--- src/rtl/mod_n_prog_counter.sv ---
// Modulo-M up/down counter with a runtime-writable modulus, synchronous load and
// wrap / saturate / one-shot end-of-range behaviour. tc and wrap allow cascading.
module mod_n_prog_counter #(
    parameter int WIDTH       = 8,
    parameter int DEFAULT_MOD = 15
) (
    input  logic             clk,
    input  logic             resetn,
    input  logic             en,
    input  logic             dir,
    input  logic [1:0]       mode,
    input  logic             mod_wr,
    input  logic [WIDTH-1:0] mod_val,
    input  logic             load,
    input  logic [WIDTH-1:0] load_val,
    input  logic             start,
    output logic [WIDTH-1:0] count,
    output logic             tc,
    output logic             wrap,
    output logic             busy,
    output logic             done
);

    localparam logic [WIDTH-1:0] RESET_MOD = WIDTH'(DEFAULT_MOD);

    localparam logic [1:0] MODE_SAT = 2'b01;
    localparam logic [1:0] MODE_ONE = 2'b10;

    typedef enum logic [1:0] {
        ST_IDLE,
        ST_RUN,
        ST_DONE
    } state_t;

    logic [WIDTH-1:0] count_q, count_d;
    logic [WIDTH-1:0] mod_q, mod_d;
    logic             wrap_q, wrap_d;
    state_t           state_q, state_d;

    logic is_one_shot;
    logic is_sat;
    logic start_ok;
    logic step;
    logic at_end;

    always_comb begin
        is_one_shot = (mode == MODE_ONE);
        is_sat      = (mode == MODE_SAT);
        start_ok    = start && is_one_shot && (state_q != ST_RUN);
        step        = en && (!is_one_shot || state_q == ST_RUN);
        // End of range depends on direction: M when counting up, 0 when counting down.
        at_end      = dir ? (count_q == '0) : (count_q == mod_q);
    end

    always_comb begin
        count_d = count_q;
        mod_d   = mod_q;
        state_d = state_q;
        wrap_d  = 1'b0;

        if (mod_wr) begin
            mod_d = mod_val;
            if (count_q > mod_val) begin
                count_d = '0;
            end
        end else if (load) begin
            count_d = (load_val > mod_q) ? mod_q : load_val;
        end else if (start_ok) begin
            count_d = dir ? mod_q : '0;
            state_d = ST_RUN;
        end else if (step) begin
            if (!at_end) begin
                count_d = dir ? (count_q - 1'b1) : (count_q + 1'b1);
            end else if (is_one_shot) begin
                state_d = ST_DONE;
            end else if (!is_sat) begin
                count_d = dir ? mod_q : '0;
                wrap_d  = 1'b1;
            end
        end

        // Leaving one-shot mode always abandons any one-shot in progress.
        if (!is_one_shot) begin
            state_d = ST_IDLE;
        end
    end

    always_ff @(posedge clk) begin
        if (!resetn) begin
            count_q <= '0;
            mod_q   <= RESET_MOD;
            wrap_q  <= 1'b0;
            state_q <= ST_IDLE;
        end else begin
            count_q <= count_d;
            mod_q   <= mod_d;
            wrap_q  <= wrap_d;
            state_q <= state_d;
        end
    end

    assign count = count_q;
    assign tc    = (!dir && count_q == mod_q) || (dir && count_q == '0);
    assign wrap  = wrap_q;
    assign busy  = (state_q == ST_RUN);
    assign done  = (state_q == ST_DONE);

endmodule

--- config.mk ---
export PLATFORM = sky130hd
export DESIGN_NAME = mod_n_prog_counter
export DESIGN_NICKNAME = d
export VERILOG_FILES = /design/src/rtl/mod_n_prog_counter.sv
export SDC_FILE = /design/constraint.sdc
export NUM_CORES = 1
export LEC_CHECK = 0
export BUFFER_PORTS_ARGS = -buffer_cell sky130_fd_sc_hd__buf_2
export CAP_MARGIN = 20
export CORE_ASPECT_RATIO = 1.1
export CORE_MARGIN = 2
export CORE_UTILIZATION = 45
export CTS_CLUSTER_DIAMETER = 200
export DETAILED_ROUTE_END_ITERATION = 6
export GPL_TIMING_DRIVEN = 0
export PLACE_DENSITY = 0.68
export SETUP_SLACK_MARGIN = 0.2
export SLEW_MARGIN = 20
export SYNTH_ARGS = -nofsm -noshare
export SYNTH_HDL_FRONTEND = slang
export SYNTH_SLANG_ARGS = --single-unit
export TNS_END_PERCENT = 100
--- constraint.sdc ---
create_clock -name clk -period 3 [get_ports clk]
set_input_delay 0.15 -clock clk [delete_from_list [all_inputs] [get_ports clk]]
set_output_delay 0.15 -clock clk [all_outputs]
set_load 0.02 [all_outputs]
==> metrics.md <==
| Metric | Value |
|---|---|
| Final nets | 292 |
| Drt via density | 5.372 |
| Final period util | 85.24% |
| Setup CP Type | reg -> reg |
| Final worst slack | 442.9 ps |
| Post-route cell area | 0.002027 sq mm |
| Post-synth EDFFs | 0 |
| Pre-CTS setup slack | 449.7 ps |
| Wire length of the first global-routing pass | 7196 microns |
| Clock Pin Slew Worst Setup and Hold Paths | 80 ps |
| Share of cells above drive strength 1 | 17.28% |
| Maximum vdd drop | 0.1603 mV |
| Syn. warnings | 0 |
| Fraction of registers with async set or reset after synthesis | 0% |
| Endpoints failing setup | 0 |
| Filler Cells Inserted | 386 |
| Register area share after synthesis | 21.76% |
| Final std cells w/o fill | 293 |
| CTS Root Cell | clkbuf_8 |
| DRT iter0 DRCs | 49 |
| Crit end category | register |
| CTS tree | done |
| Sum of negative setup slack | 0 ps |
| Slew @ Worst Pin | 906.3 ps |
| H-tree levels | 1 |
| Pin count of the biggest net entering global routing | 12 |
| Dpl cells | 289 |
| Aggregate global-route resource usage | 20.44% |
| Residual DRC count | 0 |
| IO buf count | 34 |
| Total CTS buffers | 3 |
| Post-synth cell types | 43 |
| Total power | 0.8531 mW |
| Worst Clk Skew | 1.740 ps |
| Post-Syn Area | 0.001748 sq mm |
| Pins Over Slew Limit | 0 |
| Final core utilization | 55.03% |
| Initial Util | 47.45% |
| Total routed wirelength | 4234 microns |
| Final GP Congestion | 0.8299 |
| Die area | 0.004399 sq mm |
| Max FO, Critical Path | 6 |
| Setup Buffers After CTS | 0 |
| Cell count after synthesis | 205 |
| PwrDens | 420.9 mW/mm^2 |
| Total number of vias | 1574 |
| Hold Crit Class | in -> reg |
| DP HPWL | 3393 microns |
| Hold-fix buffers, CTS | 0 |
| Min cycle time layout | 2557 ps |
| Average wire per standard cell | 14.45 microns |
| Post-CTS resize count | 0 |
| Synth Net Count | 253 |
| Outcome | complete, no violations |
| Post-DP Area | 0.001981 sq mm |
| Global route overflow | 0 |
| ANT nets after route | 0 |
| Top_reg_cell synth | dfxtp_1 |
| RSZ-0062 raised after global routing | false |
| CORE AREA | 0.003684 sq mm |
| Relative slew slack | 39.11% |
| Layout overhead on the synthesized area | 15.96% |
| 1st-pass router iterations | 4 |
| Horiz. Die Dim | 63.43 microns |
| Ports | 37 |
| Worst hold slack | 121.4 ps |
| Vias in the first global route | 1544 |
| Final hold viol count | 0 |
| Max cap viols | 0 |
| Worst Setup Start Kind | register |
| Sink Count | 19 |
| Max clock buf depth | 2 |
| Synth Area per Inst | 8.526 sq um |
| ANT cells | 0 |
| Seq cells post-synth | 19 |
| Required @ worst endpoint | 3160 ps |
| Arrival time at the worst endpoint | 2720 ps |
| Fmax | 391.1 MHz |
| Site row count | 23 |
| Initial antenna violation count | 0 |
| Die Y | 69.37 microns |
| P_leak | 1.031 nW |
| Clk Latency, worst-skew pair | 260 ps |
[final timing paths]
check	to	depth (start not counted)	from	slack, ps
worst min-delay path	mod_q[1]	3	mod_val[1]	120
worst min register to register	state_q[1]	1	state_q[1]	560
worst max-delay path	count[7]	8	count[3]	440
worst max register to register	count[7]	8	count[3]	440
[worst max-delay path: stages, from the launching register on]
cell	delay (ps)
dfxtp_1	460
ha_1	330
a21o_1	180
a2111oi_0	390
a21oi_1	150
xnor2_1	150
mux2_2	270
a211o_1	290
a32o_1	240
[report_power, final]
group | switching (mW) | internal [mW] | total, mW | leakage, nW
Clock | 0.0952 | 0.0926 | 0.188 | 0.0255
Sequential | 0.0387 | 0.272 | 0.310 | 0.156
Combinational | 0.186 | 0.169 | 0.355 | 0.849
[cell usage after synthesis (4+ instances only)]
| cell type | instances | area share (%) |
|---|---|---|
| a311o_1 | 6 | 3.4 |
| nand4_1 | 6 | 2.1 |
| mux2i_1 | 12 | 6.9 |
| xnor2_1 | 11 | 5.5 |
| inv_1 | 22 | 4.7 |
| clkbuf_1 | 5 | 1.1 |
| ha_1 | 22 | 16 |
| nor2_1 | 15 | 3.2 |
| a32o_1 | 8 | 4.6 |
| xor2_1 | 4 | 2.0 |
| dfxtp_1 | 19 | 22 |
| nor2b_1 | 5 | 1.8 |
| o211ai_1 | 4 | 1.7 |
| nand2_1 | 16 | 3.4 |
| a21oi_1 | 9 | 2.6 |
| a21o_1 | 5 | 2.1 |
[cells by family (layout without fill, tap and decap cells)]
| family | Yosys count | in the layout | share of synthesized area (%) |
|---|---|---|---|
| AND/OR/NAND/NOR | 57 | 57 | 16.32 |
| AO/OA/AOI/OAI | 48 | 48 | 22.48 |
| buffers and inverters | 30 | 68 | 7.516 |
| adder cells (fa/ha/maj) | 23 | 23 | 16.89 |
| flip-flops | 19 | 19 | 21.76 |
| XOR/XNOR | 15 | 15 | 7.516 |
| multiplexers | 13 | 13 | 7.516 |
[flip-flops by register name (all words and copies together) (netlist names)]
register  count
count         8
mod_q         8
state_q       2
wrap          1
[cell usage in the layout, fill, tap and decap left out, types with 2 or more instances in the layout]
cell	instances
clkbuf_8	3
clkbuf_1	5
nor2_1	15
inv_1	22
nand2_1	16
nand4_1	6
nor3_1	3
nand2b_1	3
o211ai_1	4
o22ai_1	2
nor2b_1	5
o21ai_0	3
a21o_1	5
ha_1	22
xor2_1	4
mux2i_1	12
xnor2_1	11
a21oi_1	9
nand4b_1	2
buf_2	34
a311o_1	6
nand3_1	2
dfxtp_1	19
a32o_1	8
[area by class of cell]
type,count,area [sq um],share of cell area [%]
multi-input combinational,156,1236,60.99
sequential,19,380.4,18.77
timing repair buffer,34,170.2,8.395
inverter,22,82.58,4.074
tap,50,62.56,3.086
buffer,8,48.80,2.407
clock buffer,3,41.29,2.037
clock inverter,1,5.005,0.2469
[metal layers]
layer  routed length (microns)  up-vias  GRT usage (%)
met5                         0        -              0
met4                       100        0          7.488
met3                       215        8          2.597
met2                      1951       43          32.98
met1                      1967      701          27.70
li1                          -      822              -
No activity file was read; power rests on OpenSTA's default activity.
